## config.mk

```make
export PLATFORM = sky130hd
export DESIGN_NAME = addsub_pipe
export DESIGN_NICKNAME = d
export VERILOG_FILES = /design/src/rtl/addsub_pkg.sv /design/src/rtl/addsub_seg.sv /design/src/rtl/addsub_pipe.sv
export SDC_FILE = /design/constraint.sdc
export NUM_CORES = 1
export LEC_CHECK = 0
export BUFFER_PORTS_ARGS = -buffer_cell sky130_fd_sc_hd__buf_2
export CAP_MARGIN = 20
export CORE_AREA = 4 4 181 183
export DETAILED_ROUTE_END_ITERATION = 8
export DIE_AREA = 0 0 185 187
export HOLD_SLACK_MARGIN = 0.1
export PLACE_DENSITY = 0.45
export RECOVER_POWER = 50
export SLEW_MARGIN = 20
export SYNTH_ARGS = -nofsm -noshare
export SYNTH_HDL_FRONTEND = slang
export SYNTH_HIERARCHICAL = 1
export SYNTH_SLANG_ARGS = --single-unit
```

## constraint.sdc

```tcl
create_clock -name clk -period 14.81 [get_ports clk]
set_input_delay 0 -clock clk [delete_from_list [all_inputs] [get_ports clk]]
set_output_delay 0 -clock clk [all_outputs]
set_load 0.005 [all_outputs]
```

## src/rtl/addsub_pkg.sv

```systemverilog
// rtl/addsub_pkg.sv - shared mode constants and segment sizing for the add/sub pipeline
package addsub_pkg;

  localparam logic MODE_ADD = 1'b0;
  localparam logic MODE_SUB = 1'b1;

  // Width of one pipeline segment; guards against a zero stage count so the
  // parameter check in the top can report the problem instead of dividing by zero.
  function automatic int seg_width(input int width, input int stages);
    return (stages > 0) ? (width / stages) : width;
  endfunction

endpackage

```

## src/rtl/addsub_seg.sv

```systemverilog
// rtl/addsub_seg.sv - combinational ripple add/sub slice for one pipeline segment
module addsub_seg
  import addsub_pkg::*;
#(
  parameter int SEG = 8
) (
  input  logic [SEG-1:0] a,
  input  logic [SEG-1:0] b,
  input  logic           cin,
  input  logic           mode,
  output logic [SEG-1:0] s,
  output logic           cout,
  output logic           ovf
);

  logic [SEG-1:0] b_eff;
  logic           c_eff;
  logic           c_raw;

  // Subtract is a + ~b + ~borrow through the same adder; the raw carry is
  // flipped back so cout always reads as carry (ADD) or borrow (SUB).
  always_comb begin
    b_eff        = (mode == MODE_SUB) ? ~b : b;
    c_eff        = (mode == MODE_SUB) ? ~cin : cin;
    {c_raw, s}   = {1'b0, a} + {1'b0, b_eff} + {{SEG{1'b0}}, c_eff};
    cout         = (mode == MODE_SUB) ? ~c_raw : c_raw;
    ovf          = (a[SEG-1] == b_eff[SEG-1]) && (s[SEG-1] != a[SEG-1]);
  end

endmodule

```

## src/rtl/addsub_pipe.sv

```systemverilog
// rtl/addsub_pipe.sv - segmented, stallable add/sub pipeline with valid/ready handshake
module addsub_pipe
  import addsub_pkg::*;
#(
  parameter int WIDTH  = 32,
  parameter int STAGES = 4
) (
  input  logic             clk,
  input  logic             rst_n,
  input  logic             in_valid,
  output logic             in_ready,
  input  logic [WIDTH-1:0] a,
  input  logic [WIDTH-1:0] b,
  input  logic             cin,
  input  logic             mode,
  output logic             out_valid,
  input  logic             out_ready,
  output logic [WIDTH-1:0] result,
  output logic             cout,
  output logic             ovf
);

  localparam int SEG = seg_width(WIDTH, STAGES);

  if (WIDTH < 2 || STAGES < 1 || (WIDTH % STAGES) != 0) begin : g_bad_params
    $error("addsub_pipe: WIDTH must be >= 2 and an exact multiple of STAGES >= 1");
  end

  // The whole pipe advances together; it only holds when the output slot is
  // occupied and the consumer refuses it.
  logic adv;
  assign adv      = !out_valid || out_ready;
  assign in_ready = adv;

  for (genvar k = 0; k < STAGES; k++) begin : g_stage
    localparam int LO = k * SEG;

    // Operand bits still unresolved when the operation reaches this stage,
    // plus the result bits already resolved below it.
    logic [WIDTH-LO-1:0] src_a;
    logic [WIDTH-LO-1:0] src_b;
    logic                src_vld;
    logic                src_mode;
    logic                src_cin;
    logic [SEG-1:0]      s;
    logic                c;
    logic [LO+SEG-1:0]   res_d;

    if (k == 0) begin : g_src
      assign src_a    = a;
      assign src_b    = b;
      assign src_vld  = in_valid;
      assign src_mode = mode;
      assign src_cin  = cin;
      assign res_d    = s;
    end else begin : g_src
      assign src_a    = g_stage[k-1].g_mid.a_q;
      assign src_b    = g_stage[k-1].g_mid.b_q;
      assign src_vld  = g_stage[k-1].g_mid.vld_q;
      assign src_mode = g_stage[k-1].g_mid.mode_q;
      assign src_cin  = g_stage[k-1].g_mid.c_q;
      assign res_d    = {s, g_stage[k-1].g_mid.res_q};
    end

    if (k < STAGES - 1) begin : g_mid
      logic                    vld_q;
      logic                    mode_q;
      logic                    c_q;
      logic [LO+SEG-1:0]       res_q;
      logic [WIDTH-LO-SEG-1:0] a_q;
      logic [WIDTH-LO-SEG-1:0] b_q;

      // Only the MSB slice can signal a meaningful signed overflow.
      addsub_seg #(.SEG(SEG)) u_seg (
        .a    (src_a[SEG-1:0]),
        .b    (src_b[SEG-1:0]),
        .cin  (src_cin),
        .mode (src_mode),
        .s    (s),
        .cout (c),
        .ovf  ()
      );

      // Intermediate stage: register resolved low bits, chain carry and the skewed upper operands.
      always_ff @(posedge clk) begin
        if (!rst_n) begin
          vld_q <= 1'b0;
        end else if (adv) begin
          vld_q  <= src_vld;
          mode_q <= src_mode;
          c_q    <= c;
          res_q  <= res_d;
          a_q    <= src_a[WIDTH-LO-1:SEG];
          b_q    <= src_b[WIDTH-LO-1:SEG];
        end
      end
    end else begin : g_last
      logic v;

      addsub_seg #(.SEG(SEG)) u_seg (
        .a    (src_a[SEG-1:0]),
        .b    (src_b[SEG-1:0]),
        .cin  (src_cin),
        .mode (src_mode),
        .s    (s),
        .cout (c),
        .ovf  (v)
      );

      // Final stage doubles as the output holding register.
      always_ff @(posedge clk) begin
        if (!rst_n) begin
          out_valid <= 1'b0;
          result    <= '0;
          cout      <= 1'b0;
          ovf       <= 1'b0;
        end else if (adv) begin
          out_valid <= src_vld;
          result    <= res_d;
          cout      <= c;
          ovf       <= v;
        end
      end
    end
  end

endmodule

```

==> results.yml <==
clock_tree:
  cts_buffers: 17
  cts_hold_buf: 58
  cts_resized: 0
  cts-root-buf: "clkbuf_16"
  clk_pin_slew_worst_paths_ns: 0.07
  post_cts_buffers: 0
  cts_tree: "done"
  clkSinkCount: 188
  htree_levels: 4
  clock_latency_ns: 0.43
  cts_buffer_depth: 2
worst_setup_path:
  crit_arrival_ns: 4.18
  cp-start-kind: "flop"
  critPathMaxFanout: 87
  worstReg2RegStart: "out_valid"
  setup.worst_path.class: "reg -> reg"
  cp.required_ns: 14.89
  reg2reg_setup_slack_ns: 10.71
  rr_endpoint: "g_stage[2].g_mid.c_q"
  reg2regPathDepth: 5
  end_kind: "flop"
sta:
  relSlewSlack: -0.865
  worst_clock_skew_ns: 0.00961
  rsz0062_at_grt: "no"
  period_needed_ns: 4.10
  holdWs_ns: 0.134
  hold_viol_final: 0
  setup_tns_ns: 0
  setup_viol: 0
  slew_viol_final: 40
  fmax_ghz: 0.244
  worst_slack_ns: 10.71
  tightestPinTransition_ns: 2.80
  fin_crit_sh: 0.277
routing:
  wl_per_cell_um: 13.1
  drc: 0
  via_count: 4274
  vias_per_cell: 3.94
  ant_nets: 0
  totalWireLength_mm: 14.2
  firstDrtPassIters: 4
  drt_iter0_drc: 191
hold_path:
  whs_path_depth: 3
  min_path_type: "in -> reg"
  min_from: "cin"
  min_to: "g_stage[0].g_mid.res_q[0]"
place:
  place.port_buffers: 105
  hpwl_mm: 9.67
  placed_area_mm2: 0.00859
  gp_congestion: 0.744
  post-place-ws_ns: 11.71
finish:
  fin_util: 0.311
  area_growth_pct: 27.2
  regArea_mm2: 0.00527
  multi_input_area_mm2: 0.00224
  post-route-cell-area_mm2: 0.00973
  n_fill_cell: 3145
  final_nets: 775
  drive_gt1_frac: 0.169
  diodes: 0
synthesis:
  synth.cell_area_mm2: 0.00765
  syn_area_per_cell_um2: 15.3
  syn_nets: 607
  ys_warn_count: 6
  netlist_instances: 501
power_and_ir_drop:
  powerDensity_mw_per_mm2: 132
  p_leak_nw: 3.59
  ir_worst_vdd_mv: 0.0725
floorplanning:
  io_pins: 106
  rows: 65
  dieArea_mm2: 0.0346
  die_h_um: 187
  start_util: 0.245
  die_x_um: 185
  coreArea_mm2: 0.0312
global_route:
  grt_pass1_vias: 4468
  grtUsageTotal: 0.0849
  grt_max_degree: 88
  grt_pass1_wl_mm: 23.0
  overflow: 0
  antenna_found_initial: 0
outcome:
  violations: "capacitance limit, slew limit"
  status: "complete, but fails checks"
job:
  maxCapViolCount: 1
[where the power goes]
part / switching, mW / internal (mW) / total (mW)
Clock: 0.209 / 0.256 / 0.465
Sequential: 0.0217 / 0.634 / 0.655
Combinational: 0.0840 / 0.0774 / 0.161
Total: 0.315 / 0.967 / 1.28
[per-layer routing]
| layer | GRT usage | vias up | wire length (µm) |
|---|---|---|---|
| li1 | - | 2146 | - |
| met5 | 0 | - | 0 |
| met1 | 0.108 | 2029 | 6690 |
| met2 | 0.133 | 85 | 6540 |
| met3 | 0.0303 | 14 | 728 |
| met4 | 0.0305 | 0 | 215 |
[worst max path at each step]
stage	from	end	slack, ns	cells after the start
floorplan	out_valid	g_stage[0].g_mid.a_q[0]	10.10	5
global placement	out_valid	g_stage[1].g_mid.b_q[6]	11.83	5
detailed placement	out_valid	g_stage[0].g_mid.a_q[13]	11.71	5
CTS	out_valid	g_stage[1].g_mid.a_q[2]	11.70	5
global route	out_valid	g_stage[1].g_mid.a_q[2]	10.32	5
finish	out_valid	g_stage[2].g_mid.c_q	10.71	5
[metrics by stage]
| step | total power, mW | cells |
|---|---|---|
| 3_3_place_gp | 0.819 | 994 |
| 2_1_floorplan | 0.769 | 501 |
| 4_1_cts | 1.31 | 1084 |
| 6_report | 1.28 | 1084 |
| 5_1_grt | 1.35 | 1084 |
| 3_5_place_dp | 0.823 | 994 |
[worst max-delay path, cell delays in order (launching register included)]
cell and delay, ns:
dfxtp_1 0.33, nor2b_2 0.13, clkbuf_1 1.98, inv_1 0.22, and2_4 0.52, buf_6 0.44
[flip-flops by register name, summed over array words and instances (netlist names)]
| register | cells |
|---|---|
| cout | 1 |
| g_stage.g_mid.a_q | 48 |
| g_stage.g_mid.b_q | 48 |
| g_stage.g_mid.c_q | 3 |
| g_stage.g_mid.mode_q | 3 |
| g_stage.g_mid.res_q | 48 |
| g_stage.g_mid.vld_q | 3 |
| out_valid | 1 |
| ovf | 1 |
| result | 32 |
[area by class of cell]
cell class | instances | share of cell area
clock buffers | 17 | 0.0437
clock inverters | 15 | 0.0184
inverters | 8 | 0.00309
multi-input cells | 288 | 0.230
flip-flops and latches | 188 | 0.541
well taps | 402 | 0.0517
repair buffers | 166 | 0.111
[cell usage in the layout, fill, tap and decap left out, types with 6 or more instances in the layout]
cell type      instances
xnor2_1               17
mux2i_1               37
clkbuf_16             17
a21oi_1               17
ha_1                  28
xor2_1                47
o21ai_0               11
fa_1                   8
nand2_1               79
dlygate4sd3_1         58
clkbuf_1              37
buf_2                 69
nor2_1                 6
dfxtp_1               38
inv_1                  8
edfxtp_1             150
Power figures use the tool's default switching activity.
